--- src/rtl/mips_pkg.sv ---
// Shared MIPS pipeline definitions: datapath defaults, ALU op encodings, control bundle.
// Pure declarations: no latency and no flow control apply here.
package mips_pkg;

    localparam int MIPS_DATA_W     = 32;
    localparam int MIPS_REG_ADDR_W = 5;
    localparam int MIPS_CNT_W      = 16;
    localparam int ALU_OP_W        = 4;

    typedef enum logic [ALU_OP_W-1:0] {
        ALU_AND = 4'd0,
        ALU_OR  = 4'd1,
        ALU_ADD = 4'd2,
        ALU_SUB = 4'd6,
        ALU_SLT = 4'd7,
        ALU_NOR = 4'd12
    } alu_op_e;

    // The ALU op is carried as raw bits so undecoded opcodes pass through untouched.
    typedef struct packed {
        logic                reg_write;
        logic                mem_read;
        logic                mem_write;
        logic                mem_to_reg;
        logic                alu_src;
        logic                reg_dst;
        logic [ALU_OP_W-1:0] alu_op;
    } ctrl_t;

    localparam ctrl_t CTRL_NOP = '0;

    function automatic ctrl_t ctrl_if_valid(input logic vld, input ctrl_t c);
        return vld ? c : CTRL_NOP;
    endfunction

endpackage

--- src/rtl/id_ex_reg_if.sv ---
// Decode/execute boundary bundle: decode fields, controls, pipeline commands, WB bypass, EX outputs.
// Carries no state, so no latency; Stall/Flush are the only flow-control signals.
interface id_ex_reg_if
    import mips_pkg::*;
#(
    parameter int DATA_W     = MIPS_DATA_W,
    parameter int REG_ADDR_W = MIPS_REG_ADDR_W,
    parameter int CNT_W      = MIPS_CNT_W
);
    logic                  In_valid;
    logic [DATA_W-1:0]     Read_data1;
    logic [DATA_W-1:0]     Read_data2;
    logic [REG_ADDR_W-1:0] Rs;
    logic [REG_ADDR_W-1:0] Rt;
    logic [REG_ADDR_W-1:0] Rd;
    logic [DATA_W-1:0]     Imm;

    logic                  Reg_write;
    logic                  Mem_read;
    logic                  Mem_write;
    logic                  Mem_to_reg;
    logic                  Alu_src;
    logic                  Reg_dst;
    logic [ALU_OP_W-1:0]   Alu_op;

    logic                  Stall;
    logic                  Flush;

    logic                  Wb_reg_write;
    logic [REG_ADDR_W-1:0] Wb_write_reg;
    logic [DATA_W-1:0]     Wb_write_data;

    logic                  Ex_valid;
    logic [DATA_W-1:0]     Ex_data1;
    logic [DATA_W-1:0]     Ex_data2;
    logic [DATA_W-1:0]     Ex_imm;
    logic [REG_ADDR_W-1:0] Ex_rs;
    logic [REG_ADDR_W-1:0] Ex_rt;
    logic [REG_ADDR_W-1:0] Ex_dest;
    logic                  Ex_reg_write;
    logic                  Ex_mem_read;
    logic                  Ex_mem_write;
    logic                  Ex_mem_to_reg;
    logic                  Ex_alu_src;
    logic                  Ex_reg_dst;
    logic [ALU_OP_W-1:0]   Ex_alu_op;

    logic                  Load_use_stall;
    logic [CNT_W-1:0]      Bubble_count;

    modport master (
        output In_valid, Read_data1, Read_data2, Rs, Rt, Rd, Imm,
        output Reg_write, Mem_read, Mem_write, Mem_to_reg, Alu_src, Reg_dst, Alu_op,
        output Stall, Flush, Wb_reg_write, Wb_write_reg, Wb_write_data,
        input  Ex_valid, Ex_data1, Ex_data2, Ex_imm, Ex_rs, Ex_rt, Ex_dest,
        input  Ex_reg_write, Ex_mem_read, Ex_mem_write, Ex_mem_to_reg, Ex_alu_src, Ex_reg_dst, Ex_alu_op,
        input  Load_use_stall, Bubble_count
    );

    modport slave (
        input  In_valid, Read_data1, Read_data2, Rs, Rt, Rd, Imm,
        input  Reg_write, Mem_read, Mem_write, Mem_to_reg, Alu_src, Reg_dst, Alu_op,
        input  Stall, Flush, Wb_reg_write, Wb_write_reg, Wb_write_data,
        output Ex_valid, Ex_data1, Ex_data2, Ex_imm, Ex_rs, Ex_rt, Ex_dest,
        output Ex_reg_write, Ex_mem_read, Ex_mem_write, Ex_mem_to_reg, Ex_alu_src, Ex_reg_dst, Ex_alu_op,
        output Load_use_stall, Bubble_count
    );

endinterface

--- src/rtl/id_bypass.sv ---
// Operand select for one source: load value (r0 / WB bypass / regfile) and held-entry refresh value.
// Purely combinational, 0 latency; no flow control of its own.
module id_bypass
    import mips_pkg::*;
#(
    parameter int DATA_W     = MIPS_DATA_W,
    parameter int REG_ADDR_W = MIPS_REG_ADDR_W
) (
    input  logic [REG_ADDR_W-1:0] src_addr,
    input  logic [DATA_W-1:0]     rf_dat,
    input  logic [REG_ADDR_W-1:0] ex_addr,
    input  logic [DATA_W-1:0]     ex_dat,
    input  logic                  wb_reg_write,
    input  logic [REG_ADDR_W-1:0] wb_write_reg,
    input  logic [DATA_W-1:0]     wb_write_dat,
    output logic [DATA_W-1:0]     load_dat,
    output logic [DATA_W-1:0]     hold_dat
);

    // r0 is hardwired zero, so a write-back aimed at it is never a real producer.
    logic wb_live;
    assign wb_live = wb_reg_write && (wb_write_reg != '0);

    always_comb begin
        load_dat = rf_dat;
        if (src_addr == '0) begin
            load_dat = '0;
        end else if (wb_live && (wb_write_reg == src_addr)) begin
            load_dat = wb_write_dat;
        end
    end

    always_comb begin
        hold_dat = ex_dat;
        if (wb_live && (wb_write_reg == ex_addr)) begin
            hold_dat = wb_write_dat;
        end
    end

endmodule

--- src/rtl/id_ex_reg.sv ---
// ID/EX pipeline register with WB bypass, load-use bubble insertion and a saturating bubble counter.
// Latency 1 cycle; Stall freezes the stage (WB refresh only), Flush kills it, load-use inserts a bubble.
module id_ex_reg
    import mips_pkg::*;
#(
    parameter int DATA_W     = MIPS_DATA_W,
    parameter int REG_ADDR_W = MIPS_REG_ADDR_W,
    parameter int CNT_W      = MIPS_CNT_W
) (
    input  logic        Clk,
    input  logic        Rst_n,
    id_ex_reg_if.slave  bus
);

    logic                  ex_valid_q;
    ctrl_t                 ex_ctrl_q;
    logic [DATA_W-1:0]     ex_data1_q;
    logic [DATA_W-1:0]     ex_data2_q;
    logic [DATA_W-1:0]     ex_imm_q;
    logic [REG_ADDR_W-1:0] ex_rs_q;
    logic [REG_ADDR_W-1:0] ex_rt_q;
    logic [REG_ADDR_W-1:0] ex_dest_q;
    logic [CNT_W-1:0]      bubble_cnt_q;

    ctrl_t                 in_ctrl;
    logic                  load_use;
    logic [DATA_W-1:0]     load_a_dat;
    logic [DATA_W-1:0]     load_b_dat;
    logic [DATA_W-1:0]     hold_a_dat;
    logic [DATA_W-1:0]     hold_b_dat;

    assign in_ctrl = '{
        reg_write:  bus.Reg_write,
        mem_read:   bus.Mem_read,
        mem_write:  bus.Mem_write,
        mem_to_reg: bus.Mem_to_reg,
        alu_src:    bus.Alu_src,
        reg_dst:    bus.Reg_dst,
        alu_op:     bus.Alu_op
    };

    // A load in EX whose target feeds the decode instruction cannot be forwarded in time.
    assign load_use = ex_valid_q && ex_ctrl_q.mem_read && (ex_rt_q != '0) && bus.In_valid
                      && ((ex_rt_q == bus.Rs) || (ex_rt_q == bus.Rt));

    id_bypass #(
        .DATA_W     (DATA_W),
        .REG_ADDR_W (REG_ADDR_W)
    ) u_byp_a (
        .src_addr     (bus.Rs),
        .rf_dat       (bus.Read_data1),
        .ex_addr      (ex_rs_q),
        .ex_dat       (ex_data1_q),
        .wb_reg_write (bus.Wb_reg_write),
        .wb_write_reg (bus.Wb_write_reg),
        .wb_write_dat (bus.Wb_write_data),
        .load_dat     (load_a_dat),
        .hold_dat     (hold_a_dat)
    );

    id_bypass #(
        .DATA_W     (DATA_W),
        .REG_ADDR_W (REG_ADDR_W)
    ) u_byp_b (
        .src_addr     (bus.Rt),
        .rf_dat       (bus.Read_data2),
        .ex_addr      (ex_rt_q),
        .ex_dat       (ex_data2_q),
        .wb_reg_write (bus.Wb_reg_write),
        .wb_write_reg (bus.Wb_write_reg),
        .wb_write_dat (bus.Wb_write_data),
        .load_dat     (load_b_dat),
        .hold_dat     (hold_b_dat)
    );

    always_ff @(posedge Clk) begin
        if (!Rst_n) begin
            ex_valid_q   <= 1'b0;
            ex_ctrl_q    <= CTRL_NOP;
            ex_data1_q   <= '0;
            ex_data2_q   <= '0;
            ex_imm_q     <= '0;
            ex_rs_q      <= '0;
            ex_rt_q      <= '0;
            ex_dest_q    <= '0;
            bubble_cnt_q <= '0;
        end else if (bus.Flush) begin
            ex_valid_q <= 1'b0;
            ex_ctrl_q  <= CTRL_NOP;
        end else if (bus.Stall) begin
            // Held operands must not go stale while the producer retires underneath them.
            if (ex_valid_q) begin
                ex_data1_q <= hold_a_dat;
                ex_data2_q <= hold_b_dat;
            end
        end else if (load_use) begin
            ex_valid_q <= 1'b0;
            ex_ctrl_q  <= CTRL_NOP;
            if (bubble_cnt_q != '1) begin
                bubble_cnt_q <= bubble_cnt_q + CNT_W'(1);
            end
        end else begin
            ex_valid_q <= bus.In_valid;
            ex_ctrl_q  <= ctrl_if_valid(bus.In_valid, in_ctrl);
            ex_data1_q <= load_a_dat;
            ex_data2_q <= load_b_dat;
            ex_imm_q   <= bus.Imm;
            ex_rs_q    <= bus.Rs;
            ex_rt_q    <= bus.Rt;
            ex_dest_q  <= bus.Reg_dst ? bus.Rd : bus.Rt;
        end
    end

    assign bus.Ex_valid       = ex_valid_q;
    assign bus.Ex_data1       = ex_data1_q;
    assign bus.Ex_data2       = ex_data2_q;
    assign bus.Ex_imm         = ex_imm_q;
    assign bus.Ex_rs          = ex_rs_q;
    assign bus.Ex_rt          = ex_rt_q;
    assign bus.Ex_dest        = ex_dest_q;
    assign bus.Ex_reg_write   = ex_ctrl_q.reg_write;
    assign bus.Ex_mem_read    = ex_ctrl_q.mem_read;
    assign bus.Ex_mem_write   = ex_ctrl_q.mem_write;
    assign bus.Ex_mem_to_reg  = ex_ctrl_q.mem_to_reg;
    assign bus.Ex_alu_src     = ex_ctrl_q.alu_src;
    assign bus.Ex_reg_dst     = ex_ctrl_q.reg_dst;
    assign bus.Ex_alu_op      = ex_ctrl_q.alu_op;
    assign bus.Load_use_stall = load_use;
    assign bus.Bubble_count   = bubble_cnt_q;

endmodule

--- src/flat_wrapper.sv ---
// flat-port wrapper written by rule: the top's interface ports become plain ports
module id_ex_reg_flat import mips_pkg::*;
#(
    parameter int DATA_W     = MIPS_DATA_W,
    parameter int REG_ADDR_W = MIPS_REG_ADDR_W,
    parameter int CNT_W      = MIPS_CNT_W
)
  (Clk, Rst_n, bus_In_valid, bus_Read_data1, bus_Read_data2, bus_Rs, bus_Rt, bus_Rd, bus_Imm, bus_Reg_write, bus_Mem_read, bus_Mem_write, bus_Mem_to_reg, bus_Alu_src, bus_Reg_dst, bus_Alu_op, bus_Stall, bus_Flush, bus_Wb_reg_write, bus_Wb_write_reg, bus_Wb_write_data, bus_Ex_valid, bus_Ex_data1, bus_Ex_data2, bus_Ex_imm, bus_Ex_rs, bus_Ex_rt, bus_Ex_dest, bus_Ex_reg_write, bus_Ex_mem_read, bus_Ex_mem_write, bus_Ex_mem_to_reg, bus_Ex_alu_src, bus_Ex_reg_dst, bus_Ex_alu_op, bus_Load_use_stall, bus_Bubble_count);
  id_ex_reg_if #(.DATA_W(DATA_W), .REG_ADDR_W(REG_ADDR_W), .CNT_W(CNT_W)) bus_i ();
  input  logic Clk;
  input  logic Rst_n;
  input wire logic [$bits(bus_i.In_valid)-1:0] bus_In_valid;
  input wire logic [$bits(bus_i.Read_data1)-1:0] bus_Read_data1;
  input wire logic [$bits(bus_i.Read_data2)-1:0] bus_Read_data2;
  input wire logic [$bits(bus_i.Rs)-1:0] bus_Rs;
  input wire logic [$bits(bus_i.Rt)-1:0] bus_Rt;
  input wire logic [$bits(bus_i.Rd)-1:0] bus_Rd;
  input wire logic [$bits(bus_i.Imm)-1:0] bus_Imm;
  input wire logic [$bits(bus_i.Reg_write)-1:0] bus_Reg_write;
  input wire logic [$bits(bus_i.Mem_read)-1:0] bus_Mem_read;
  input wire logic [$bits(bus_i.Mem_write)-1:0] bus_Mem_write;
  input wire logic [$bits(bus_i.Mem_to_reg)-1:0] bus_Mem_to_reg;
  input wire logic [$bits(bus_i.Alu_src)-1:0] bus_Alu_src;
  input wire logic [$bits(bus_i.Reg_dst)-1:0] bus_Reg_dst;
  input wire logic [$bits(bus_i.Alu_op)-1:0] bus_Alu_op;
  input wire logic [$bits(bus_i.Stall)-1:0] bus_Stall;
  input wire logic [$bits(bus_i.Flush)-1:0] bus_Flush;
  input wire logic [$bits(bus_i.Wb_reg_write)-1:0] bus_Wb_reg_write;
  input wire logic [$bits(bus_i.Wb_write_reg)-1:0] bus_Wb_write_reg;
  input wire logic [$bits(bus_i.Wb_write_data)-1:0] bus_Wb_write_data;
  output wire logic [$bits(bus_i.Ex_valid)-1:0] bus_Ex_valid;
  output wire logic [$bits(bus_i.Ex_data1)-1:0] bus_Ex_data1;
  output wire logic [$bits(bus_i.Ex_data2)-1:0] bus_Ex_data2;
  output wire logic [$bits(bus_i.Ex_imm)-1:0] bus_Ex_imm;
  output wire logic [$bits(bus_i.Ex_rs)-1:0] bus_Ex_rs;
  output wire logic [$bits(bus_i.Ex_rt)-1:0] bus_Ex_rt;
  output wire logic [$bits(bus_i.Ex_dest)-1:0] bus_Ex_dest;
  output wire logic [$bits(bus_i.Ex_reg_write)-1:0] bus_Ex_reg_write;
  output wire logic [$bits(bus_i.Ex_mem_read)-1:0] bus_Ex_mem_read;
  output wire logic [$bits(bus_i.Ex_mem_write)-1:0] bus_Ex_mem_write;
  output wire logic [$bits(bus_i.Ex_mem_to_reg)-1:0] bus_Ex_mem_to_reg;
  output wire logic [$bits(bus_i.Ex_alu_src)-1:0] bus_Ex_alu_src;
  output wire logic [$bits(bus_i.Ex_reg_dst)-1:0] bus_Ex_reg_dst;
  output wire logic [$bits(bus_i.Ex_alu_op)-1:0] bus_Ex_alu_op;
  output wire logic [$bits(bus_i.Load_use_stall)-1:0] bus_Load_use_stall;
  output wire logic [$bits(bus_i.Bubble_count)-1:0] bus_Bubble_count;
  assign bus_i.In_valid = bus_In_valid;
  assign bus_i.Read_data1 = bus_Read_data1;
  assign bus_i.Read_data2 = bus_Read_data2;
  assign bus_i.Rs = bus_Rs;
  assign bus_i.Rt = bus_Rt;
  assign bus_i.Rd = bus_Rd;
  assign bus_i.Imm = bus_Imm;
  assign bus_i.Reg_write = bus_Reg_write;
  assign bus_i.Mem_read = bus_Mem_read;
  assign bus_i.Mem_write = bus_Mem_write;
  assign bus_i.Mem_to_reg = bus_Mem_to_reg;
  assign bus_i.Alu_src = bus_Alu_src;
  assign bus_i.Reg_dst = bus_Reg_dst;
  assign bus_i.Alu_op = bus_Alu_op;
  assign bus_i.Stall = bus_Stall;
  assign bus_i.Flush = bus_Flush;
  assign bus_i.Wb_reg_write = bus_Wb_reg_write;
  assign bus_i.Wb_write_reg = bus_Wb_write_reg;
  assign bus_i.Wb_write_data = bus_Wb_write_data;
  assign bus_Ex_valid = bus_i.Ex_valid;
  assign bus_Ex_data1 = bus_i.Ex_data1;
  assign bus_Ex_data2 = bus_i.Ex_data2;
  assign bus_Ex_imm = bus_i.Ex_imm;
  assign bus_Ex_rs = bus_i.Ex_rs;
  assign bus_Ex_rt = bus_i.Ex_rt;
  assign bus_Ex_dest = bus_i.Ex_dest;
  assign bus_Ex_reg_write = bus_i.Ex_reg_write;
  assign bus_Ex_mem_read = bus_i.Ex_mem_read;
  assign bus_Ex_mem_write = bus_i.Ex_mem_write;
  assign bus_Ex_mem_to_reg = bus_i.Ex_mem_to_reg;
  assign bus_Ex_alu_src = bus_i.Ex_alu_src;
  assign bus_Ex_reg_dst = bus_i.Ex_reg_dst;
  assign bus_Ex_alu_op = bus_i.Ex_alu_op;
  assign bus_Load_use_stall = bus_i.Load_use_stall;
  assign bus_Bubble_count = bus_i.Bubble_count;
  id_ex_reg #(.DATA_W(DATA_W), .REG_ADDR_W(REG_ADDR_W), .CNT_W(CNT_W)) u_core (.Clk(Clk), .Rst_n(Rst_n), .bus(bus_i));
endmodule
--- config.mk ---
export PLATFORM = sky130hd
export DESIGN_NAME = id_ex_reg_flat
export DESIGN_NICKNAME = d
export VERILOG_FILES = /design/src/rtl/mips_pkg.sv /design/src/rtl/id_ex_reg_if.sv /design/src/rtl/id_bypass.sv /design/src/rtl/id_ex_reg.sv /design/src/flat_wrapper.sv
export SDC_FILE = /design/constraint.sdc
export NUM_CORES = 1
export LEC_CHECK = 0
export CAP_MARGIN = 20
export CORE_MARGIN = 8
export CORE_UTILIZATION = 48
export DETAILED_ROUTE_END_ITERATION = 12
export GPL_ROUTABILITY_DRIVEN = 0
export PLACE_DENSITY = 0.9
export SKIP_LAST_GASP = 1
export SLEW_MARGIN = 10
export SYNTH_ARGS = -nofsm -noshare
export SYNTH_HDL_FRONTEND = slang
export SYNTH_HIERARCHICAL = 1
export SYNTH_SLANG_ARGS = --single-unit
export TNS_END_PERCENT = 30
--- constraint.sdc ---
create_clock -name Clk -period 3.1 [get_ports Clk]
set_clock_uncertainty 0.15 [all_clocks]
set_input_delay 0.465 -clock Clk [delete_from_list [all_inputs] [get_ports Clk]]
set_output_delay 0.465 -clock Clk [all_outputs]
set_load 0.02 [all_outputs]
==> results.toml <==
[grt]
track_usage_pct = 28.4
grt_pass1_vias = 10600
grt_max_degree = 167
grt_overflow = 0
antenna_found_initial = 0
grt_pass1_wl_um = 56700

[synth]
synth-xor-area-share_pct = 2.74
netlist_instances = 1180
postSynth.asyncResetShare_pct = 0
yosysSeqAreaShare_pct = 28.8
yosys.area_share.adder_pct = 0.130
synth_compound_area_share_pct = 30.6
yosys_warnings = 6
synth_fp_nets = 1345
synthMuxAreaShare_pct = 11.2
synth_simple_gate_area_share_pct = 20.2
syn_area_per_cell_sq_um = 8.13
synth_ff_type = "dfxtp_1"
ys_types = 49
synth_top_family_by_area = "compound AO/OA/AOI/OAI gates"
netlist_area_sq_um = 9600
yosys_register_bits = 138
synth-edff-count = 0

[detailed_routing]
dr.pass1.iters = 5
routed_wl_um = 36400
drc = 0
first_iter_violations = 1126
vias_per_cell = 6.30
wire_per_inst_um = 21.6
vias = 10600
ant_nets = 0

[clock_tree]
htree_num_levels = 4
cts_tree = "done"
clkTransAtPathRegs_ns = 0.06
cts_root_buffer = "clkbuf_16"
cts.sinks = 138
ctsResizeCount = 0
holdBufCountCts = 0
post_cts_buffers = 0
clkLatencyLatePin_ns = 0.42
cts_buffers = 17
clk_path_buf_depth = 2

[critical_path]
endpoint_kind = "output port"
critPathMaxStageDelay_ns = 0.64
ff2ff_path_depth = 6
worst-path-stages = 5
crit_family = "buffers and inverters"
cp_num_buf_inv = 1
cp.arrival_ns = 2.38
cp.required_ns = 2.48
cp_max_fo = 8
crit_path_start_kind = "flip-flop"
crit_chain = "xnor2_1 -> nand3_1 -> o22a_2 -> nor2_1 -> clkdlybuf4s50_1"
critPathKind = "reg -> out"
crit_slowest_cell = "clkdlybuf4s50_1"

[power_and_ir_drop]
power_frac_clock_pct = 39.0
p_int_mw = 3.93
power_mw = 5.64
irDropWorstVdd_v = 0.000323
power_frac_seq_pct = 35.3
p_comb_share_pct = 25.7
power.leakage_nw = 4.78
p_per_area_nw_per_um2 = 418
netSwitchingFraction_pct = 30.4
switchingPower_mw = 1.71

[placement]
post_dp_cell_area_sq_um = 12900
dpl.hpwl_um = 24100
io_buffers = 302
dp.cells = 1658
pre_cts_ws_ns = 0.0753

[floorplan]
dieArea_sq_um = 24800
initial_core_util_pct = 49.2
fp.dieW_um = 157
core_sq_um = 19500
die_y_um = 157
rows = 51
boundaryPins = 303

[flow_run]
drv_cap = 0

[finish]
diodes = 0
final_cell_mix = "clkdlybuf4s50_1, nand2_1, a211oi_1, dfxtp_1"
stdcell_count = 1690
synthToLayoutAreaGrowth_pct = 40.6
drive_above_1_share_pct = 15.7
final_common_cell = "clkdlybuf4s50_1"
fin_util_pct = 69.1
layout.nets = 1577
fillers = 1481
fin_area_sq_um = 13500

[timing]
timing.final.crit_share_pct = 96.5
grt_setup_unrepaired = "no"
fin_ws_ns = 0.107
hold_viol = 0
post-route-min-period_ns = 2.99
max_freq_mhz = 334
setup_tns_ns = 0
max_slew_margin_pct = 38.5
hold_ws_ns = 0.313
setup_viol = 0
tightestPinTransition_ns = 0.913
maxSlewViolCount = 0

[hold_path]
hold-path-cell-count = 2
hold_path_class = "reg -> reg"

[status]
run_status = "completed"
[layer usage]
layer	GRT usage [%]	part of all wire [%]	vias up
met5	0	0	-
met4	13.6	3.6	0
met3	8.17	11	98
met2	46.0	46	676
met1	33.9	39	4987
li1	-	-	4886
[power groups by stage]
stage | Sequential (mW) | Combinational, mW | Clock (mW)
5_1_grt | 2.01 | 1.53 | 2.30
2_1_floorplan | 2.15 | 0.625 | 0
3_3_place_gp | 2.02 | 1.40 | 0
4_1_cts | 1.99 | 1.44 | 2.22
6_report | 1.99 | 1.45 | 2.20
3_5_place_dp | 2.03 | 1.43 | 0
[worst reg2reg max path: stages, from the launching register on]
cell and delay (ns):
dfxtp_1 0.58, xnor2_1 0.14, nand3_1 0.18, o22a_2 0.20, buf_4 0.28, buf_4 0.63, o311ai_0 0.30
[synthesized netlist by cell type (all sizes together), types with 11 or more instances]
cell | number | area, sq um
dfxtp | 138 | 2760
xnor2 | 26 | 228
and3 | 43 | 269
a21oi | 11 | 55.1
mux2 | 69 | 1000
a2bb2oi | 37 | 324
a211oi | 138 | 1040
clkbuf | 98 | 368
or4 | 12 | 97.6
o21ai | 133 | 898
nor2 | 73 | 274
nand2 | 168 | 631
o311ai | 41 | 359
nand3 | 71 | 355
buf | 32 | 218
[area by class of cell]
class | instances | area, sq um | share of cell area [%]
clock inverter | 14 | 186 | 1.38
clock buffer | 18 | 439 | 3.26
tap | 265 | 332 | 2.46
timing repair buffer | 343 | 3470 | 25.7
sequential | 138 | 2760 | 20.5
multi-input combinational | 904 | 6280 | 46.5
inverter | 8 | 30.0 | 0.223
[kinds of logic (layout without fill, tap and decap cells)]
logic type / Yosys count / after routing
and+or+nand+nor: 409 / 409
AOI/OAI and AO/OA: 388 / 388
DFF: 138 / 138
buffers and inverters: 138 / 383
muxes: 76 / 76
xor gates and xnor gates: 30 / 30
adders and majority gates: 1 / 1
[worst paths after layout]
| check | slack, ns | to | startpoint |
|---|---|---|---|
| setup reg to reg | 0.48 | u_core/bus.Ex_rs[4] | u_core/bus.Ex_rt[4] |
| hold reg to reg | 0.31 | u_core/bus.Ex_dest[4] | u_core/bus.Ex_dest[4] |
| hold / removal | 0.31 | u_core/bus.Ex_dest[4] | u_core/bus.Ex_dest[4] |
| setup / recovery | 0.11 | bus_Load_use_stall | u_core/bus.Ex_rt[4] |
No activity file was read; power rests on OpenSTA's default activity.
